<file path="src/rtl/vvp_pkg.sv">
// rtl/vvp_pkg.sv - shared state encoding and default sizes for the vvp result collector
package vvp_pkg;

  localparam int N_DEF    = 64;
  localparam int ACCW_DEF = 32;

  typedef enum logic {
    IDLE  = 1'b0,
    ACCUM = 1'b1
  } vvp_state_e;

endpackage

</file>
<file path="src/rtl/vvp_acc_term.sv">
// rtl/vvp_acc_term.sv - one bit-plane term: sign-extend, shift, negate, add, and flag lost signed information
module vvp_acc_term #(
  parameter int SW   = 8,
  parameter int ACCW = 32,
  parameter int SHW  = 5
) (
  input  logic [ACCW-1:0] acc,
  input  logic            restart,
  input  logic [SW-1:0]   s,
  input  logic [SHW-1:0]  shift,
  input  logic            neg,
  output logic [ACCW-1:0] sum,
  output logic            ovf
);

  logic signed [ACCW-1:0] s_ext;
  logic signed [ACCW-1:0] sh;
  logic signed [ACCW+1:0] base_w;
  logic signed [ACCW+1:0] term_w;
  logic signed [ACCW+1:0] sum_w;
  logic                   shift_ovf;
  logic                   add_ovf;

  // Add is done two bits wider so the negate of the most negative term and the carry are exact.
  always_comb begin
    s_ext     = {{(ACCW-SW){s[SW-1]}}, s};
    sh        = s_ext <<< shift;
    shift_ovf = (sh >>> shift) != s_ext;
    base_w    = restart ? '0 : {{2{acc[ACCW-1]}}, acc};
    term_w    = {{2{sh[ACCW-1]}}, sh};
    if (neg) begin
      term_w = -term_w;
    end
    sum_w   = base_w + term_w;
    add_ovf = (sum_w[ACCW+1:ACCW-1] != 3'b000) && (sum_w[ACCW+1:ACCW-1] != 3'b111);
    sum     = sum_w[ACCW-1:0];
    ovf     = shift_ovf | add_ovf;
  end

endmodule

</file>
<file path="src/rtl/vvp_collector.sv">
// rtl/vvp_collector.sv - accumulates shifted vvp bit-plane sums into one signed word result per in_first..in_last run
module vvp_collector
  import vvp_pkg::*;
#(
  parameter int N    = N_DEF,
  parameter int SW   = $clog2(N) + 2,
  parameter int ACCW = ACCW_DEF,
  parameter int SHW  = $clog2(ACCW)
) (
  input  logic                   clk,
  input  logic                   rst_n,
  input  logic                   in_valid,
  output logic                   in_ready,
  input  logic                   in_first,
  input  logic                   in_last,
  input  logic [SHW-1:0]         in_shift,
  input  logic                   in_neg,
  input  logic signed [SW-1:0]   S,
  output logic                   out_valid,
  input  logic                   out_ready,
  output logic signed [ACCW-1:0] out_data,
  output logic                   out_ovf,
  output logic                   err
);

  vvp_state_e      state;
  vvp_state_e      state_nxt;
  logic [ACCW-1:0] acc;
  logic            ovf_word;
  logic [ACCW-1:0] sum;
  logic            beat_ovf;
  logic            word_ovf;
  logic            fire;
  logic            take;
  logic            emit;
  logic            err_nxt;

  assign in_ready = !out_valid || out_ready;
  assign fire     = in_valid && in_ready;
  assign word_ovf = beat_ovf | (!in_first & ovf_word);

  vvp_acc_term #(
    .SW   (SW),
    .ACCW (ACCW),
    .SHW  (SHW)
  ) u_term (
    .acc     (acc),
    .restart (in_first),
    .s       (S),
    .shift   (in_shift),
    .neg     (in_neg),
    .sum     (sum),
    .ovf     (beat_ovf)
  );

  always_ff @(posedge clk or negedge rst_n) begin
    if (!rst_n) begin
      state <= IDLE;
    end else begin
      state <= state_nxt;
    end
  end

  // A first beat always (re)starts a word; only a missing first in IDLE drops the beat.
  always_comb begin
    state_nxt = state;
    take      = 1'b0;
    emit      = 1'b0;
    err_nxt   = 1'b0;
    if (fire) begin
      case (state)
        IDLE: begin
          if (in_first) begin
            take = 1'b1;
            if (in_last) begin
              emit = 1'b1;
            end else begin
              state_nxt = ACCUM;
            end
          end else begin
            err_nxt = 1'b1;
          end
        end
        ACCUM: begin
          take    = 1'b1;
          err_nxt = in_first;
          if (in_last) begin
            emit      = 1'b1;
            state_nxt = IDLE;
          end
        end
        default: state_nxt = IDLE;
      endcase
    end
  end

  always_ff @(posedge clk or negedge rst_n) begin
    if (!rst_n) begin
      acc       <= '0;
      ovf_word  <= 1'b0;
      out_valid <= 1'b0;
      out_data  <= '0;
      out_ovf   <= 1'b0;
      err       <= 1'b0;
    end else begin
      err <= err_nxt;
      if (take) begin
        acc      <= sum;
        ovf_word <= word_ovf;
      end
      // A new result overwrites a popped one in the same cycle, so no bubble appears.
      if (emit) begin
        out_valid <= 1'b1;
        out_data  <= sum;
        out_ovf   <= word_ovf;
      end else if (out_ready) begin
        out_valid <= 1'b0;
      end
    end
  end

endmodule

</file>
<file path="config.mk">
export PLATFORM = sky130hd
export DESIGN_NAME = vvp_collector
export DESIGN_NICKNAME = d
export VERILOG_FILES = /design/src/rtl/vvp_pkg.sv /design/src/rtl/vvp_acc_term.sv /design/src/rtl/vvp_collector.sv
export SDC_FILE = /design/constraint.sdc
export NUM_CORES = 1
export LEC_CHECK = 0
export CAP_MARGIN = 20
export CORE_ASPECT_RATIO = 0.6
export CORE_MARGIN = 3
export CORE_UTILIZATION = 40
export CTS_CLUSTER_DIAMETER = 30
export CTS_CLUSTER_SIZE = 8
export DETAILED_ROUTE_END_ITERATION = 12
export SLEW_MARGIN = 0
export SYNTH_ARGS = -nofsm -noshare
export SYNTH_HDL_FRONTEND = slang
export SYNTH_SLANG_ARGS = --single-unit
</file>
<file path="constraint.sdc">
create_clock -name clk -period 4.72 [get_ports clk]
set_input_delay 0.944 -clock clk [delete_from_list [all_inputs] [get_ports clk]]
set_output_delay 0.944 -clock clk [all_outputs]
set_load 0.02 [all_outputs]
</file>
# Word level (Yosys, flattened, before mapping)
# Cells that the tools add are included.
[op_classes] n_bitwise=4 n_reduce_logical=7 n_addsub=2 n_mux=17 shifts=2 n_eq_ne=2
[op_table] cell="34-bit two-way mux" n=2
[op_table] cell="34-bit adder" n=1
[op_table] cell="32-bit negation with 34-bit output" n=1
[op_table] cell="32-bit by 8-bit inequality test with 1-bit output" n=1
[op_table] cell="8-bit by 5-bit <<< shifter with 32-bit output" n=1
[op_table] cell="32-bit by 5-bit >>> shifter with 32-bit output" n=1
[op_table] cell="1-bit two-way mux" n=11
[op_table] cell="1-bit one-hot mux with 2 select lines" n=4
[op_table] cell="3-bit inequality test (second input constant)" n=1
[op_table] cell="3-bit nonzero test" n=1
[op_table] cell="1-bit logical AND" n=2
[op_table] cell="1-bit zero test" n=2
[op_table] cell="1-bit OR" n=2
[op_table] cell="2-bit nonzero test" n=1
[op_table] cell="1-bit AND" n=1
[op_table] cell="1-bit logical OR" n=1
[op_table] cell="1-bit NOT" n=1
[word_totals] register_bits=69 word_cells=41 out_inout_bits=36

# Depth between registers and ports, before layout
# Gate-level depths: netlist (run 1).
[logic_depth] word_depth=8 depth_mapped=26 depth_no_buf=22

# Modules after synthesis
# A second synthesis (run 1) with hierarchy kept.
[hier_totals] cells_unflattened=969 area_unflattened_um2=8064.0
[modules_own_cells] module="vvp_acc_term" area_per_inst_um2=5311.3 cells_per_inst=811 n_inst=1
[modules_own_cells] module="vvp_collector" area_per_inst_um2=2752.6 cells_per_inst=158 n_inst=1

# Worst setup path after synthesis (run 1)
# OpenSTA, ideal clock, no wires.
[synth_timing] path_kind="input-to-reg" start="input port in_shift[1]" end="register out_data[29]" arrival_ns=5.929 path_buffers=4 setup_slack_ns=-1.278 path_stages=23 cell_sequence="buf_2 buf_2 buf_1 buf_1 nor2_1 nand3_1 ha_1 o31ai_1 a311o_1 or2_2 o21ai_0 xor2_1 ha_1 a22o_1 a2111oi_0 o211ai_1 o2111ai_1 a21oi_1 o21a_1 o21ai_0 a21oi_1 or4b_2 nand3_1"
[synth_via] elab_chain_len=4
[synth_lines] element="from (decl)" line="vvp_collector.sv:16" text="input logic [SHW-1:0] in_shift,"
[synth_lines] element="8-bit by 5-bit <<< shifter with 32-bit output *" line="vvp_acc_term.sv:27" text="sh = s_ext <<< shift;"
[synth_lines] element="32-bit negation with 34-bit output" line="vvp_acc_term.sv:32" text="term_w = -term_w;"
[synth_lines] element="34-bit two-way mux *" line="vvp_acc_term.sv:31" text="if (neg) begin"
[synth_lines] element="34-bit adder *" line="vvp_acc_term.sv:34" text="sum_w = base_w + term_w;"
[synth_lines] element="to (signal assigned)" line="vvp_collector.sv:114" text="out_data <= sum;"
[synth_lines] element="to (decl)" line="vvp_collector.sv:21" text="output logic signed [ACCW-1:0] out_data,"
# Mark *: on every way between the ends. The rest lies on a longest branch, timed or not.
# A chain may end at the register's enable or synchronous reset.

# Worst setup path in the final report (run 1)
[layout_timing] start="input port in_shift[0]" end="register out_data[29]"
# The elaborated chain is that of the path after synthesis.

==> results of run 1 <==
[state kept, by name, indices dropped and copies added (netlist names)]
| register | count |
|---|---|
| state | 1 |
| err | 1 |
| ovf_word | 1 |
| out_ovf | 1 |
| acc | 32 |
| out_valid | 1 |
| out_data | 32 |
[final cells by class]
type	count	area (um2)
clock buffers	12	246
clock inverters	4	47.5
fillers	1386	5130
inverters	20	80.1
multi-input cells	835	6880
flip-flops and latches	69	1730
well taps	240	300
repair buffers	477	4040
[kinds of logic after synthesis]
group,synth area share [%]
adder cells (fa/ha/maj),5.95
multiplexers,9.03
AO/OA/AOI/OAI,29.3
flip-flops,22.4
buffers and inverters,4.79
XOR/XNOR,5.80
AND/OR/NAND/NOR,22.7
[placed cells by master (no fill, tap or decap), types with 10 or more instances in the layout]
cell type	n
xnor2_1	21
a21oi_1	33
a21o_1	27
buf_4	359
a31oi_1	12
a211oi_1	17
o21ai_2	11
ha_1	25
nor3_1	14
nand2b_1	11
o22ai_1	13
inv_1	17
o211ai_1	12
nand2_1	137
xor2_1	15
a21oi_2	11
clkdlybuf4s50_1	41
o21ai_1	12
nor2_1	46
mux2_2	21
o21ai_0	49
nor4_1	10
nand3_1	18
dfrtp_1	69
buf_6	56
mux2_4	15
nor2b_1	36
[per-layer routing]
metal	wire, um	global-route usage (%)	part of all wire (%)	up-vias
met2	15100	46.0	39	652
met4	894	6.04	2.3	2
met3	5600	16.7	14	95
met1	17200	52.1	44	4874
li1	-	-	-	4523
met5	18	0	0.046	-
[timing repair]
action / in CTS / in global routing
pin swaps: 67 / 63
resized for setup: 227 / 114
setup endpoints to repair: 45 / 41
gates cloned: 3 / 0
buffers inserted: 68 / 40
[power breakdown]
part | internal [uW] | leakage, uW | switching [uW]
clock network | 422 | 0.000143 | 273
logic | 1690 | 0.00512 | 1700
registers | 832 | 0.000853 | 127
total | 2950 | 0.00612 | 2100
[metrics by stage]
step / utilization (%) / worst slack (ns) / hold slack [ns] / instances
after floorplan: - / -0.715 / 0.438 / 992
after global placement: 59.3 / -1.32 / 0.451 / 1548
after detailed placement: 59.3 / -1.44 / 0.455 / 1548
after CTS: 67.9 / -0.499 / 0.461 / 1632
after global routing: 72.2 / -0.875 / 0.485 / 1657
final: 72.2 / -0.749 / 0.465 / 1657
[worst max-delay path, cell delays in order]
cell and delay [ns]:
buf_16 0.13, buf_8 0.14, buf_6 0.11, or4b_4 0.53
nand2b_4 0.18, ha_4 0.18, o31ai_4 0.06, a311o_1 0.21
buf_6 0.13, buf_6 0.08, buf_6 0.10, nand2_4 0.06
xnor2_4 0.16, ha_4 0.23, a21oi_1 0.46, o21ba_2 0.25
o211ai_1 0.14, o2111ai_1 0.24, buf_4 0.21, a21oi_4 0.08
o21a_2 0.26, o21ai_2 0.18, a21oi_2 0.08, or4b_4 0.50
nand3_1 0.09
[worst paths after layout]
path	end	start	cells past startpoint
max	out_data[29]$_DFFE_PN0P_	in_shift[0]	25
min	acc[8]$_DFFE_PN0P_	acc[8]$_DFFE_PN0P_	2
max reg2reg	out_data[29]$_DFFE_PN0P_	acc[6]$_DFFE_PN0P_	13
min reg2reg	acc[8]$_DFFE_PN0P_	acc[8]$_DFFE_PN0P_	2
max in group asynchronous	acc[4]$_DFFE_PN0P_	rst_n	1
min in group asynchronous	out_valid$_DFFE_PN0P_	rst_n	1
==> reports/summary.txt, run 1 <==
GPL Wtd Cong: 1.01
Clock Sinks: 69
Outcome: complete, but fails checks
Fmax: 0.183 GHz
Arr. time, crit path: 5.75 ns
CTS Hold Bufs: 0
Leading post-synthesis cells by cell area: dfrtp_1, nand2_1, ha_1, mux2_2, o21ai_0
Synthesized area: 0.00770 mm2
Mapped Cells: 992
Latest clock arrival within the worst-skew pair: 0.35 ns
WS Path Type: input port to register
Port Buffers: 55
Period minus WS final: 5.47 ns
Final Hold Viols: 0
Top-area cell type share of the netlist area: 22.4%
Part of the cycle the worst path needs: 116%
Layout cells sized above 1: 47.5%
Count leader, synth: nand2_1
Post-synth EDFFs: 0
DRC viols: 0
Reg2reg setup slack: 1.29 ns
Failing checks: negative setup slack
TritonCTS clock tree: done
Hold crit path type: register to register
Drt pass-1 iters: 6
Post-Route WL: 38800 um
Ys flop type: dfrtp_1
Skew final: 0.00711 ns
Critical path launch point type: input port
Overflow after GRT: 0
Diode count: 0
Top Ports: 56
DP Area: 0.0109 mm2
Yosys cell types: 89
TNS Setup: -16.79 ns
Post-route ant nets: 0
Die height: 113 um
Post-DP HPWL: 26800 um
Syn nets: 1048
Initial core utilization: 41.8%
Root buf cell: clkbuf_16
Die ar.: 0.0210 mm2
Core Rows: 38
Tot Pwr: 5040 uW
Largest net degree at the start of global routing: 70
Area added between synthesis and finish: 72.9%
GRT Total Usage: 35.1%
Crit path required time: 5.00 ns
Die X: 185 um
Slew Limit Fails: 0
Tightest Pin Transition: 0.958 ns
Vias in the first global route: 9685
Wirelength per Cell: 23.4 um
Post-synthesis register bit count: 69
Global-route wire length before repair: 56600 um
Cell area after layout: 0.0133 mm2
Setup crit end kind: register
FFs w/ async S/R, synth: 100%
Pleak: 0.00612 uW
Pwr/cell area: 379 mW/mm2
Via/cell ratio: 6.12
Num CTS Buffers: 9
Vias: 10146
RSZ-0062 raised after global routing: yes
H-Tree Depth: 3
Mapped Avg Cell Area: 7.76 um2
Maxcap violations: 0
Synth Warn #: 0
Initial antenna violation count: 1
CORE AREA: 0.0184 mm2
DRT iter0 DRCs: 1321
Clk buf depth: 2
CP max FO: 7
Largest area contributor in the synthesized netlist: dfrtp_1
Worst relative slew slack: 36.1%
Clk pin slew, worst setup/hold paths: 0.06 ns
Sequential fraction of the synthesis area: 22.4%
Peak supply drop: 0.433 mV
Commonest cells in the netlist: nand2_1, dfrtp_1, o21ai_0
Layout Nets: 1468
Final setup fails: 38
Worst setup margin: -0.749 ns
Power figures use the tool's default switching activity.
==> run 2, diff against run 1 <==
--- a/config.mk
+++ b/config.mk
@@ -8,7 +8,7 @@
 export CAP_MARGIN = 20
 export CORE_ASPECT_RATIO = 0.6
 export CORE_MARGIN = 3
-export CORE_UTILIZATION = 40
+export CORE_UTILIZATION = 30
 export CTS_CLUSTER_DIAMETER = 30
 export CTS_CLUSTER_SIZE = 8
 export DETAILED_ROUTE_END_ITERATION = 12
@@ -16,3 +16,4 @@
 export SYNTH_ARGS = -nofsm -noshare
 export SYNTH_HDL_FRONTEND = slang
 export SYNTH_SLANG_ARGS = --single-unit
+export TNS_END_PERCENT = 30
==> run 2 against run 1 <==
Net effect:
- the flow still finishes with violations (negative setup slack)
- clock power is 1% lower
- die area is 32% higher
- utilization down 22 points
- critical path depth is the same
- sequential share of layout area increased by 1.0 points
- non-clock buffer count is 67 lower
- sequential cell count unchanged
- global-route usage down 11 points
- combinational power down 14%
- cell count rose by 0.91%
- wire length down 14%
- via count fell by 7.6%
- largest power group unchanged
==> reports/summary.txt, run 2 (synthesized netlist as in run 1, its figures left out) <==
Outcome: complete, but fails checks
Failing checks: negative setup slack
Top Ports: 56 (unchanged)
Overflow after GRT: 0 (unchanged)
Vias: 9375 (-7.6%)
Core Rows: 44 (+16%)
Logic pwr share: 63.9% (-3.3 points)
Placed insts: 1613 (+4.2%)
Commonest cells after routing, fill and taps aside: buf_4, nand2_1, dfrtp_1, nor2_1, o21ai_0
WS Path Type: input port to register
Initial core utilization: 31.2% (-11 points)
Cell area after layout: 0.0123 mm2 (-7.5%)
Period minus WS final: 5.49 ns (+0.0255 ns)
Die X: 213 um (+15%)
Maxcap violations: 0 (unchanged)
DRT iter0 DRCs: 1005 (-24%)
Critical path endpoint: out_ovf$_DFFE_PN0P_
Post-route ant nets: 0 (unchanged)
Worst relative slew slack: 43.2% (+7.1 points)
GPL Wtd Cong: 1.05 (+3.2%)
Setup crit start: in_shift[0]
Global-route wire length before repair: 51600 um (-8.9%)
Biggest regs: acc: 32 flops, out_data: 32 flops
Reg2reg setup slack: 1.45 ns (+0.16 ns)
Largest net degree at the start of global routing: 43 (-39%)
Critical path launch point type: input port
Pwr/cell area: 370 mW/mm2 (-2.3%)
Latest clock arrival within the worst-skew pair: 0.36 ns (about the same)
Final Hold Viols: 0 (unchanged)
Slowest cell on crit path: mux4_2
Via/cell ratio: 5.61 (-8.4%)
Buf/Inv on CP: 5 (-2)
Tot Pwr: 4560 uW (-9.7%)
Post-DP HPWL: 25700 um (-3.9%)
DP Area: 0.0109 mm2 (-0.26%)
FF+latch area: 0.00173 mm2 (unchanged)
Initial antenna violation count: 0 (-1)
Fmax: 0.182 GHz (-0.46%)
CTS Hold Bufs: 0 (unchanged)
RSZ-0062 raised after global routing: yes
Crit path required time: 4.99 ns (about the same)
Internal Pwr Total: 2690 uW (-8.9%)
Wirelength per Cell: 20.0 um (-15%)
Clock Sinks: 69 (unchanged)
TritonCTS clock tree: done
Final setup fails: 36 (-5.3%)
Die height: 130 um (+15%)
Skew final: 0.00700 ns (-0.000108 ns)
Clk buf depth: 2 (unchanged)
Sw Share: 41.1% (-0.50 points)
Clk pin slew, worst setup/hold paths: 0.06 ns (about the same)
Port Buffers: 55 (unchanged)
CORE AREA: 0.0247 mm2 (+34%)
Clk pwr share: 15.1% (+1.3 points)
Fin Hold WS: 0.469 ns (+0.00359 ns)
Layout Cells excl Fill: 1672 (+0.91%)
Layout cells sized above 1: 41.7% (-5.8 points)
Slew Limit Fails: 0 (unchanged)
Vias in the first global route: 8844 (-8.7%)
Peak supply drop: 0.223 mV (-48%)
CP max FO: 7 (unchanged)
Die ar.: 0.0277 mm2 (+32%)
DRC viols: 0 (unchanged)
Drt pass-1 iters: 5 (-1)
Fillers: 2347 (+69%)
Critical path depth: 25 (unchanged)
Diode count: 0 (unchanged)
Root buf cell: clkbuf_16
Launch point of the worst reg-to-reg path: acc[14]$_DFFE_PN0P_
Pleak: 0.00561 uW (-8.3%)
Part of the cycle the worst path needs: 116% (+0.54 points)
Final core occ: 49.8% (-22 points)
Hold path depth: 2 (unchanged)
Layout Nets: 1401 (-4.6%)
Most common cell after layout, fill and taps aside: buf_4
CP top delay family: compound AO/OA/AOI/OAI gates
H-Tree Depth: 3 (unchanged)
Post-Route WL: 33400 um (-14%)
Slowest cell delay on critical path: 0.57 ns (+0.04 ns)
GRT Total Usage: 24.4% (-11 points)
Setup crit end kind: register
Area added between synthesis and finish: 59.9%
Worst setup margin: -0.774 ns (-0.0255 ns)
Tightest Pin Transition: 0.852 ns (-0.107 ns)
Num CTS Buffers: 9 (unchanged)
R2R cell count: 13 (unchanged)
Reg power frac: 21.0% (+2.0 points)
Reg2reg end: out_data[29]$_DFFE_PN0P_
Hold crit path type: register to register
P_sw: 1870 uW (-11%)
Multi-input gate area: 0.00638 mm2 (-7.3%)
Arr. time, crit path: 5.77 ns (+0.02 ns)
-- run 2: cell types whose count changed in the layout (fill, tap and decap cells not counted), sizes merged --
cell           delta
buf              -76
bufbuf            +2
clkbuf            -4
clkdlybuf4s15     +8
clkdlybuf4s50     +2
clkinv            +1
clkinvlp          +1
dlygate4sd2       -1
-- run 2: metrics by stage --
stage / worst slack, ns / TNS, ns
after floorplan: -0.715 / -10.37
after global placement: -1.46 / -47.12
after detailed placement: -1.47 / -47.21
after CTS: -0.701 / -11.81
after global routing: -0.934 / -21.46
final: -0.774 / -14.61
-- run 2: how the worst min path moves through the flow --
stage / startpoint / end / slack [ns]
6_report: acc[0]$_DFFE_PN0P_ / acc[0]$_DFFE_PN0P_ / 0.47
5_1_grt: acc[8]$_DFFE_PN0P_ / acc[8]$_DFFE_PN0P_ / 0.49
4_1_cts: acc[0]$_DFFE_PN0P_ / acc[0]$_DFFE_PN0P_ / 0.47
3_5_place_dp: acc[0]$_DFFE_PN0P_ / acc[0]$_DFFE_PN0P_ / 0.45
3_3_place_gp: acc[0]$_DFFE_PN0P_ / acc[0]$_DFFE_PN0P_ / 0.45
2_1_floorplan: acc[0]$_DFFE_PN0P_ / acc[0]$_DFFE_PN0P_ / 0.44
-- run 2: worst min-delay path, delay by kind of cell, from the launching register on --
kind          cells  cell delay, ns
flops             1            0.33
simple gates      2            0.11
-- run 2: area by class of cell --
cell class                      count  area share [%]
Inverter                           20           0.640
Tap cell                          322            3.27
Sequential cell                    69            14.0
Multi-Input combinational cell    835            51.8
Timing Repair Buffer              410            27.9
Clock buffer                       10            1.86
Clock inverter                      6           0.518
-- run 2: what timing repair did --
| item | CTS | global route |
|---|---|---|
| resized for setup | 149 | 44 |
| setup endpoints to repair | 46 | 45 |
| cloned | 3 | 0 |
| pin swaps | 74 | 38 |
| buffers inserted | 32 | 8 |
-- run 2: power groups by stage --
stage | combinational, uW | sequential (uW) | clock, uW
floorplan | 1260 | 1090 | 0
global placement | 2510 | 955 | 0
detailed placement | 2520 | 964 | 0
CTS | 2750 | 959 | 702
global route | 3130 | 988 | 736
finish | 2910 | 958 | 688
-- run 2: routing by layer --
metal / global-route usage [%] / vias up / wire length (um)
met5: 2.41 / - / 93
met4: 3.24 / 2 / 241
met3: 7.86 / 23 / 3420
met2: 33.4 / 386 / 13000
met1: 37.3 / 4579 / 16700
li1: - / 4385 / -
